--- src/rtl/key_pkg.sv ---
// Shared types and constants for the multi-channel key debouncer.
package key_pkg;

  typedef enum logic [1:0] {
    StIdle   = 2'd0,
    StHold   = 2'd1,
    StRepeat = 2'd2
  } hold_state_e;

  // Defaults for a 50 MHz clock: 50 ms debounce, 500 ms to first repeat, 100 ms repeat period.
  localparam int unsigned DEF_N             = 4;
  localparam int unsigned DEF_DELAY         = 2500000;
  localparam int unsigned DEF_REPEAT_START  = 25000000;
  localparam int unsigned DEF_REPEAT_PERIOD = 5000000;

  // Bits needed to hold values 0..max_val.
  function automatic int unsigned cnt_width(input int unsigned max_val);
    return (max_val < 1) ? 1 : $clog2(max_val + 1);
  endfunction

  function automatic int unsigned max_u(input int unsigned a, input int unsigned b);
    return (a > b) ? a : b;
  endfunction

endpackage

--- src/rtl/key_debouncer_multi_if.sv ---
// Key-side bundle: raw inputs and repeat enable in, debounced levels and event pulses out.
interface key_debouncer_multi_if #(
  parameter int unsigned N = 4
);
  logic [N-1:0] key_in;
  logic         repeat_en;
  logic [N-1:0] key_stable_out;
  logic [N-1:0] key_press;
  logic [N-1:0] key_release;
  logic [N-1:0] key_long;
  logic [N-1:0] key_repeat;

  modport master (
    output key_in, repeat_en,
    input  key_stable_out, key_press, key_release, key_long, key_repeat
  );

  modport slave (
    input  key_in, repeat_en,
    output key_stable_out, key_press, key_release, key_long, key_repeat
  );
endinterface

--- src/rtl/key_channel.sv ---
// One key: 2-flop synchroniser, debounce counter, press/release pulses and hold/repeat FSM.
module key_channel
  import key_pkg::*;
#(
  parameter int unsigned DELAY         = DEF_DELAY,
  parameter int unsigned REPEAT_START  = DEF_REPEAT_START,
  parameter int unsigned REPEAT_PERIOD = DEF_REPEAT_PERIOD
) (
  input  logic clk,
  input  logic rst,
  input  logic i_key,
  input  logic i_repeat_en,
  output logic o_stable,
  output logic o_press,
  output logic o_release,
  output logic o_long,
  output logic o_repeat
);

  localparam int unsigned CW = cnt_width(DELAY);
  localparam int unsigned HW = cnt_width(max_u(REPEAT_START, REPEAT_PERIOD));
  localparam logic [CW-1:0] CNT_END  = CW'(DELAY);
  localparam logic [HW-1:0] HOLD_END = HW'(REPEAT_START);
  localparam logic [HW-1:0] PER_END  = HW'(REPEAT_PERIOD);

  logic          r_meta, r_sync, r_stable;
  logic [CW-1:0] r_cnt;
  hold_state_e   r_state;
  logic [HW-1:0] r_hcnt;
  logic          r_press, r_release, r_long, r_repeat;

  logic w_mismatch, w_accept, w_rise, w_fall;

  assign w_mismatch = r_sync ^ r_stable;
  assign w_accept   = w_mismatch && (r_cnt == CNT_END);
  assign w_rise     = w_accept && r_sync;
  assign w_fall     = w_accept && !r_sync;

  always_ff @(posedge clk or negedge rst) begin
    if (!rst) begin
      r_meta   <= 1'b0;
      r_sync   <= 1'b0;
      r_stable <= 1'b0;
      r_cnt    <= '0;
    end else begin
      r_meta <= i_key;
      r_sync <= r_meta;
      if (!w_mismatch) begin
        r_cnt <= '0;
      end else if (w_accept) begin
        r_stable <= r_sync;
        r_cnt    <= '0;
      end else begin
        r_cnt <= r_cnt + 1'b1;
      end
    end
  end

  // Release takes priority over a repeat terminal count on the same edge.
  always_ff @(posedge clk or negedge rst) begin
    if (!rst) begin
      r_state   <= StIdle;
      r_hcnt    <= '0;
      r_press   <= 1'b0;
      r_release <= 1'b0;
      r_long    <= 1'b0;
      r_repeat  <= 1'b0;
    end else begin
      r_press   <= w_rise;
      r_release <= w_fall;
      r_repeat  <= 1'b0;
      if (w_fall) begin
        r_state <= StIdle;
        r_hcnt  <= '0;
        r_long  <= 1'b0;
      end else begin
        case (r_state)
          StIdle: begin
            if (w_rise) begin
              r_state <= StHold;
              r_hcnt  <= HW'(1);
            end
          end
          StHold: begin
            if (r_hcnt == HOLD_END) begin
              r_repeat <= i_repeat_en;
              r_long   <= 1'b1;
              r_hcnt   <= HW'(1);
              r_state  <= StRepeat;
            end else begin
              r_hcnt <= r_hcnt + 1'b1;
            end
          end
          StRepeat: begin
            if (r_hcnt == PER_END) begin
              r_repeat <= i_repeat_en;
              r_hcnt   <= HW'(1);
            end else begin
              r_hcnt <= r_hcnt + 1'b1;
            end
          end
          default: begin
            r_state <= StIdle;
            r_hcnt  <= '0;
          end
        endcase
      end
    end
  end

  assign o_stable  = r_stable;
  assign o_press   = r_press;
  assign o_release = r_release;
  assign o_long    = r_long;
  assign o_repeat  = r_repeat;

endmodule

--- src/rtl/key_debouncer_multi.sv ---
// N independent debounced key channels sharing one auto-repeat enable.
module key_debouncer_multi
  import key_pkg::*;
#(
  parameter int unsigned N             = DEF_N,
  parameter int unsigned DELAY         = DEF_DELAY,
  parameter int unsigned REPEAT_START  = DEF_REPEAT_START,
  parameter int unsigned REPEAT_PERIOD = DEF_REPEAT_PERIOD
) (
  input logic                  clk,
  input logic                  rst,
  key_debouncer_multi_if.slave bus
);

  logic [N-1:0] w_stable, w_press, w_release, w_long, w_repeat;

  for (genvar g = 0; g < N; g++) begin : g_ch
    key_channel #(
      .DELAY         (DELAY),
      .REPEAT_START  (REPEAT_START),
      .REPEAT_PERIOD (REPEAT_PERIOD)
    ) u_ch (
      .clk         (clk),
      .rst         (rst),
      .i_key       (bus.key_in[g]),
      .i_repeat_en (bus.repeat_en),
      .o_stable    (w_stable[g]),
      .o_press     (w_press[g]),
      .o_release   (w_release[g]),
      .o_long      (w_long[g]),
      .o_repeat    (w_repeat[g])
    );
  end

  assign bus.key_stable_out = w_stable;
  assign bus.key_press      = w_press;
  assign bus.key_release    = w_release;
  assign bus.key_long       = w_long;
  assign bus.key_repeat     = w_repeat;

endmodule

--- src/flat_wrapper.sv ---
// flat-port wrapper written by rule: the top's interface ports become plain ports
module key_debouncer_multi_flat import key_pkg::*;
#(
  parameter int unsigned N             = DEF_N,
  parameter int unsigned DELAY         = DEF_DELAY,
  parameter int unsigned REPEAT_START  = DEF_REPEAT_START,
  parameter int unsigned REPEAT_PERIOD = DEF_REPEAT_PERIOD
)
  (clk, rst, bus_key_in, bus_repeat_en, bus_key_stable_out, bus_key_press, bus_key_release, bus_key_long, bus_key_repeat);
  key_debouncer_multi_if #(.N(N)) bus_i ();
  input logic clk;
  input logic rst;
  input wire logic [$bits(bus_i.key_in)-1:0] bus_key_in;
  input wire logic [$bits(bus_i.repeat_en)-1:0] bus_repeat_en;
  output wire logic [$bits(bus_i.key_stable_out)-1:0] bus_key_stable_out;
  output wire logic [$bits(bus_i.key_press)-1:0] bus_key_press;
  output wire logic [$bits(bus_i.key_release)-1:0] bus_key_release;
  output wire logic [$bits(bus_i.key_long)-1:0] bus_key_long;
  output wire logic [$bits(bus_i.key_repeat)-1:0] bus_key_repeat;
  assign bus_i.key_in = bus_key_in;
  assign bus_i.repeat_en = bus_repeat_en;
  assign bus_key_stable_out = bus_i.key_stable_out;
  assign bus_key_press = bus_i.key_press;
  assign bus_key_release = bus_i.key_release;
  assign bus_key_long = bus_i.key_long;
  assign bus_key_repeat = bus_i.key_repeat;
  key_debouncer_multi #(.N(N), .DELAY(DELAY), .REPEAT_START(REPEAT_START), .REPEAT_PERIOD(REPEAT_PERIOD)) u_core (.clk(clk), .rst(rst), .bus(bus_i));
endmodule
--- config.mk ---
export PLATFORM = sky130hd
export DESIGN_NAME = key_debouncer_multi_flat
export DESIGN_NICKNAME = d
export VERILOG_FILES = /design/src/rtl/key_pkg.sv /design/src/rtl/key_debouncer_multi_if.sv /design/src/rtl/key_channel.sv /design/src/rtl/key_debouncer_multi.sv /design/src/flat_wrapper.sv
export SDC_FILE = /design/constraint.sdc
export NUM_CORES = 1
export LEC_CHECK = 0
export CELL_PAD_IN_SITES_DETAIL_PLACEMENT = 0
export CELL_PAD_IN_SITES_GLOBAL_PLACEMENT = 1
export CORE_MARGIN = 1
export CORE_UTILIZATION = 30
export CTS_CLUSTER_DIAMETER = 150
export DETAILED_ROUTE_END_ITERATION = 10
export GPL_TIMING_DRIVEN = 0
export PLACE_DENSITY_LB_ADDON = 0.05
export SYNTH_ARGS = -nofsm -noshare
export SYNTH_HDL_FRONTEND = slang
export SYNTH_SLANG_ARGS = --single-unit
--- constraint.sdc ---
create_clock -name clk -period 3.1 [get_ports clk]
set_input_delay 0.31 -clock clk [delete_from_list [all_inputs] [get_ports clk]]
set_output_delay 0.31 -clock clk [all_outputs]
set_load 0.01 [all_outputs]
==> results.md <==
- Drt first pass iters: 4
- Pwr Total: between 6 and 7 mW
- Seq/Total Area, Yosys: 46.1%
- Worst Setup Start Kind: register
- Via count: 9607
- Busiest grt layer: met2
- Ys flop type: dfrtp_1
- Antenna violations before repair: 1
- Vias in the first global route: 9549
- Synth warn: 0
- Worst hold-check path type: input pin to register
- Synth unique cells: 58
- Syn Inst Count: 1323
- Synth Net Count: roughly 1400
- Top Ports: 27
- Layout cells sized above 1: 7.37%
- Detail Route Antenna Nets: 0
- Combinational share of power: around 2.2%
- CTS tree: yes
- I/O Buffers: 26
- Synthesized area: 12200 um2
- Area grow syn2layout: 17.6%
- Setup-failing EPs final: 0
- Register bit total from synthesis: 224
- Worst-Margin Slew: 1070 ps
- Status: finished clean
- CTS clk-pin slew, worst paths: 60 ps
- Worst-path fanout max: 10
- Met2 usage: 23.3%
- 1st-iter DRT viols: 452
- Drt drc: 0
- RSZ-0062 raised after global routing: false
- Max-cap violations: 0
- Syn_area_per_cell: 9.18 um2
- Vias per cell: 4.96
- Post-Place Setup Slack: -451 ps
- Slew headroom: between 20% and 30%
- Dpl hpwl: just over 20000 um
- First-pass GRT wire length: 50800 um
- Buffer type at the clock tree root: clkbuf_16
- Delay of the slowest critical-path stage: 530 ps
- Clock network fraction of total power: 54.4%
- Num CTS Buffers: 30
- P_leak: 5.99 nW
- Cell taking the most area after synthesis: dfrtp_1
- Met3 global-route usage: 2.08%
- CTS H-tree depth: 1
- Crit path buffers/inverters: 2
- CP arrival: 3430 ps
- Routed wire length: 30000 um
- Internal power: 5.34 mW
- Critical Path RT: roughly 3600 ps
- Final Core Density: about 36%
- Post-synth top cells: dfrtp_1, nor2_1, nand2_1
- Cell family with most CP delay: simple AND/OR/NAND/NOR gates
- Synth top area cells: dfrtp_1, nor2_1, nand3_1
- Worst-path cell with the longest stage delay: or4_1
- Sw Ratio: 21.8%
- Clock sinks: 224
- CTS Buffer Depth: 3
- ANT cells: 0
- Met1 Track Usage GR: 21.3%
- Most numerous cell in the Yosys netlist: dfrtp_1
- Post-synth ARST share: 100%
- Final min period: 2940 ps
- Fin. Hold Viols: 0
- Die X: between 200 and 250 um
- Grt total ovfl: 0
- Setup crit end kind: register
- Layout fillers: 4155
- Sw power: 1.49 mW
- Fmax: 0.340 GHz
- Worst path cell trace: or4_1 > or4_4 > o31a_1 > buf_6 > a211o_4 > buf_4 > or3_1 > nand3_1
- Core Area: 39800 um2
- Flop pwr share: 43.4%
- WS Path Type: register to register
- Final Skew: 22.9 ps
- VDD IR max: around 0.00037 V
- RePlAce Congestion: 0.734
- Yosys top cell area share: 46.1%
- Die height: a little over 200 um
- Pwr dens: 478 nW/um2
- Initial Util: 30.5%
- Max-slew violations: 0
- EDFF count, synth: 0
- Total track usage: between 10% and 20%
- Row count: 73
- Final worst-path setup slack: 155 ps
- Largest net degree at the start of global routing: 88
- Storage cell area: about 5600 um2
- Period utilisation layout: 95.0%
- Multi-input gate area: roughly 6100 um2
- Final nets: 1431
- Fin Setup TNS: 0 ps
- Clock latency on the worst-skew pair: around 570 ps
- DR WL/cell: approximately 15 um
- Die area: 41300 um2
==> path summary, 6_finish.rpt <==
check                                                  start                        endpoint  slack [ps]  cells after the start
worst max-delay path            u_core.g_ch[2].u_ch.r_cnt[3]  u_core.g_ch[2].u_ch.r_hcnt[16]         160                      8
worst min-delay path                           bus_key_in[0]      u_core.g_ch[0].u_ch.r_meta         180                      1
worst max register to register  u_core.g_ch[2].u_ch.r_cnt[3]  u_core.g_ch[2].u_ch.r_hcnt[16]         160                      8
worst min register to register    u_core.g_ch[2].u_ch.r_meta      u_core.g_ch[2].u_ch.r_sync         350                      0
max in group asynchronous                                rst   u_core.g_ch[0].u_ch.r_cnt[11]        1590                      4
min in group asynchronous                                rst  u_core.g_ch[2].u_ch.r_hcnt[11]         280                      2
==> final cells by class <==
| type | instances | area share [%] |
|---|---|---|
| multi-input combinational | 982 | 42.5 |
| inverter | 56 | 1.47 |
| buffer | 61 | 2.25 |
| timing repair buffer | 33 | 2.52 |
| clock inverter | 12 | 1.31 |
| sequential | 224 | 39.3 |
| tap | 525 | 4.60 |
| clock buffer | 43 | 6.10 |
==> logic make-up (layout without fill, tap and decap cells) <==
family / after synthesis / in the layout / share of synthesized area [%]
xor+xnor: 114 / 114 / 8.22
fa+ha+maj: 36 / 36 / 3.71
mux: 8 / 8 / 0.711
compound gates: 111 / 111 / 6.68
flops: 224 / 224 / 46.1
simple gates: 713 / 713 / 30.2
buf+inv: 117 / 205 / 4.31
==> repair_timing <==
action,4_1_cts,5_1_grt
hold buffers,1,0
gates resized for setup,6,12
pin swaps,0,1
setup buffers,1,3
endpoints found under the hold margin,62,0
setup endpoints to repair,36,45
==> placed cells by master (no fill, tap or decap), types with 6 or more instances in the layout <==
cell and n:
dfrtp_1 223, nor2_1 193, nand2_1 128, nand3_1 126
xor2_1 64, inv_1 56, nand4_1 54, xnor2_1 50
clkbuf_1 41, ha_1 36, clkbuf_16 31, and3_1 30
or3_1 29, buf_4 25, clkdlybuf4s50_1 25, nor3_1 22
o21ai_0 21, nor4_1 18, a22o_1 18, a21oi_1 15
nor4b_1 14, o311ai_0 14, and4_1 13, and2_1 12
nor2b_1 12, nor4bb_1 11, or4_1 11, nor3b_1 9
and4b_1 6, clkinv_2 6
==> worst register-to-register path: stages (launching register included) <==
cell,delay (ps)
dfrtp_2,450
or4_1,530
or4_4,470
o31a_1,330
buf_6,150
a211o_4,310
buf_4,200
or3_1,350
nand3_1,90
==> layer usage <==
layer  share of wire (%)  wire length (um)  up-vias
met1                  51             15300     4684
met5                   0                 0        -
met3                 3.0               901       35
li1                    -                 -     4796
met2                  44             13300       92
met4                 1.7               497        0
==> flip-flops by register name, indices dropped and copies added (netlist names) <==
register                    count
u_core.g_ch.u_ch.r_hcnt       100
u_core.g_ch.u_ch.o_repeat       4
u_core.g_ch.u_ch.r_sync         4
u_core.g_ch.u_ch.r_cnt         88
u_core.g_ch.u_ch.r_state        8
u_core.g_ch.u_ch.o_long         4
u_core.g_ch.u_ch.r_meta         4
u_core.g_ch.u_ch.o_press        4
u_core.g_ch.u_ch.o_stable       4
u_core.g_ch.u_ch.o_release      4
==> stage by stage <==
stage / hold WS (ps) / cell area [um2] / cells
floorplan: 14.4 / 12200 / 1323
global placement: 335 / 13100 / 1874
detailed placement: 296 / 13100 / 1876
CTS: 152 / 14200 / 1933
global route: 167 / 14300 / 1936
finish: 182 / 14300 / 1936
==> power groups by stage <==
| stage | combinational [mW] | sequential [mW] | clock, mW |
|---|---|---|---|
| 6_report | 0.151 | 2.96 | 3.71 |
| 5_1_grt | 0.177 | 2.96 | 3.97 |
| 4_1_cts | 0.157 | 2.96 | 3.86 |
| 3_5_place_dp | 0.155 | 3.02 | 0 |
| 3_3_place_gp | 0.145 | 3.02 | 0 |
| 2_1_floorplan | 0.0519 | 3.01 | 0 |
(Power assumes the default switching activity.)
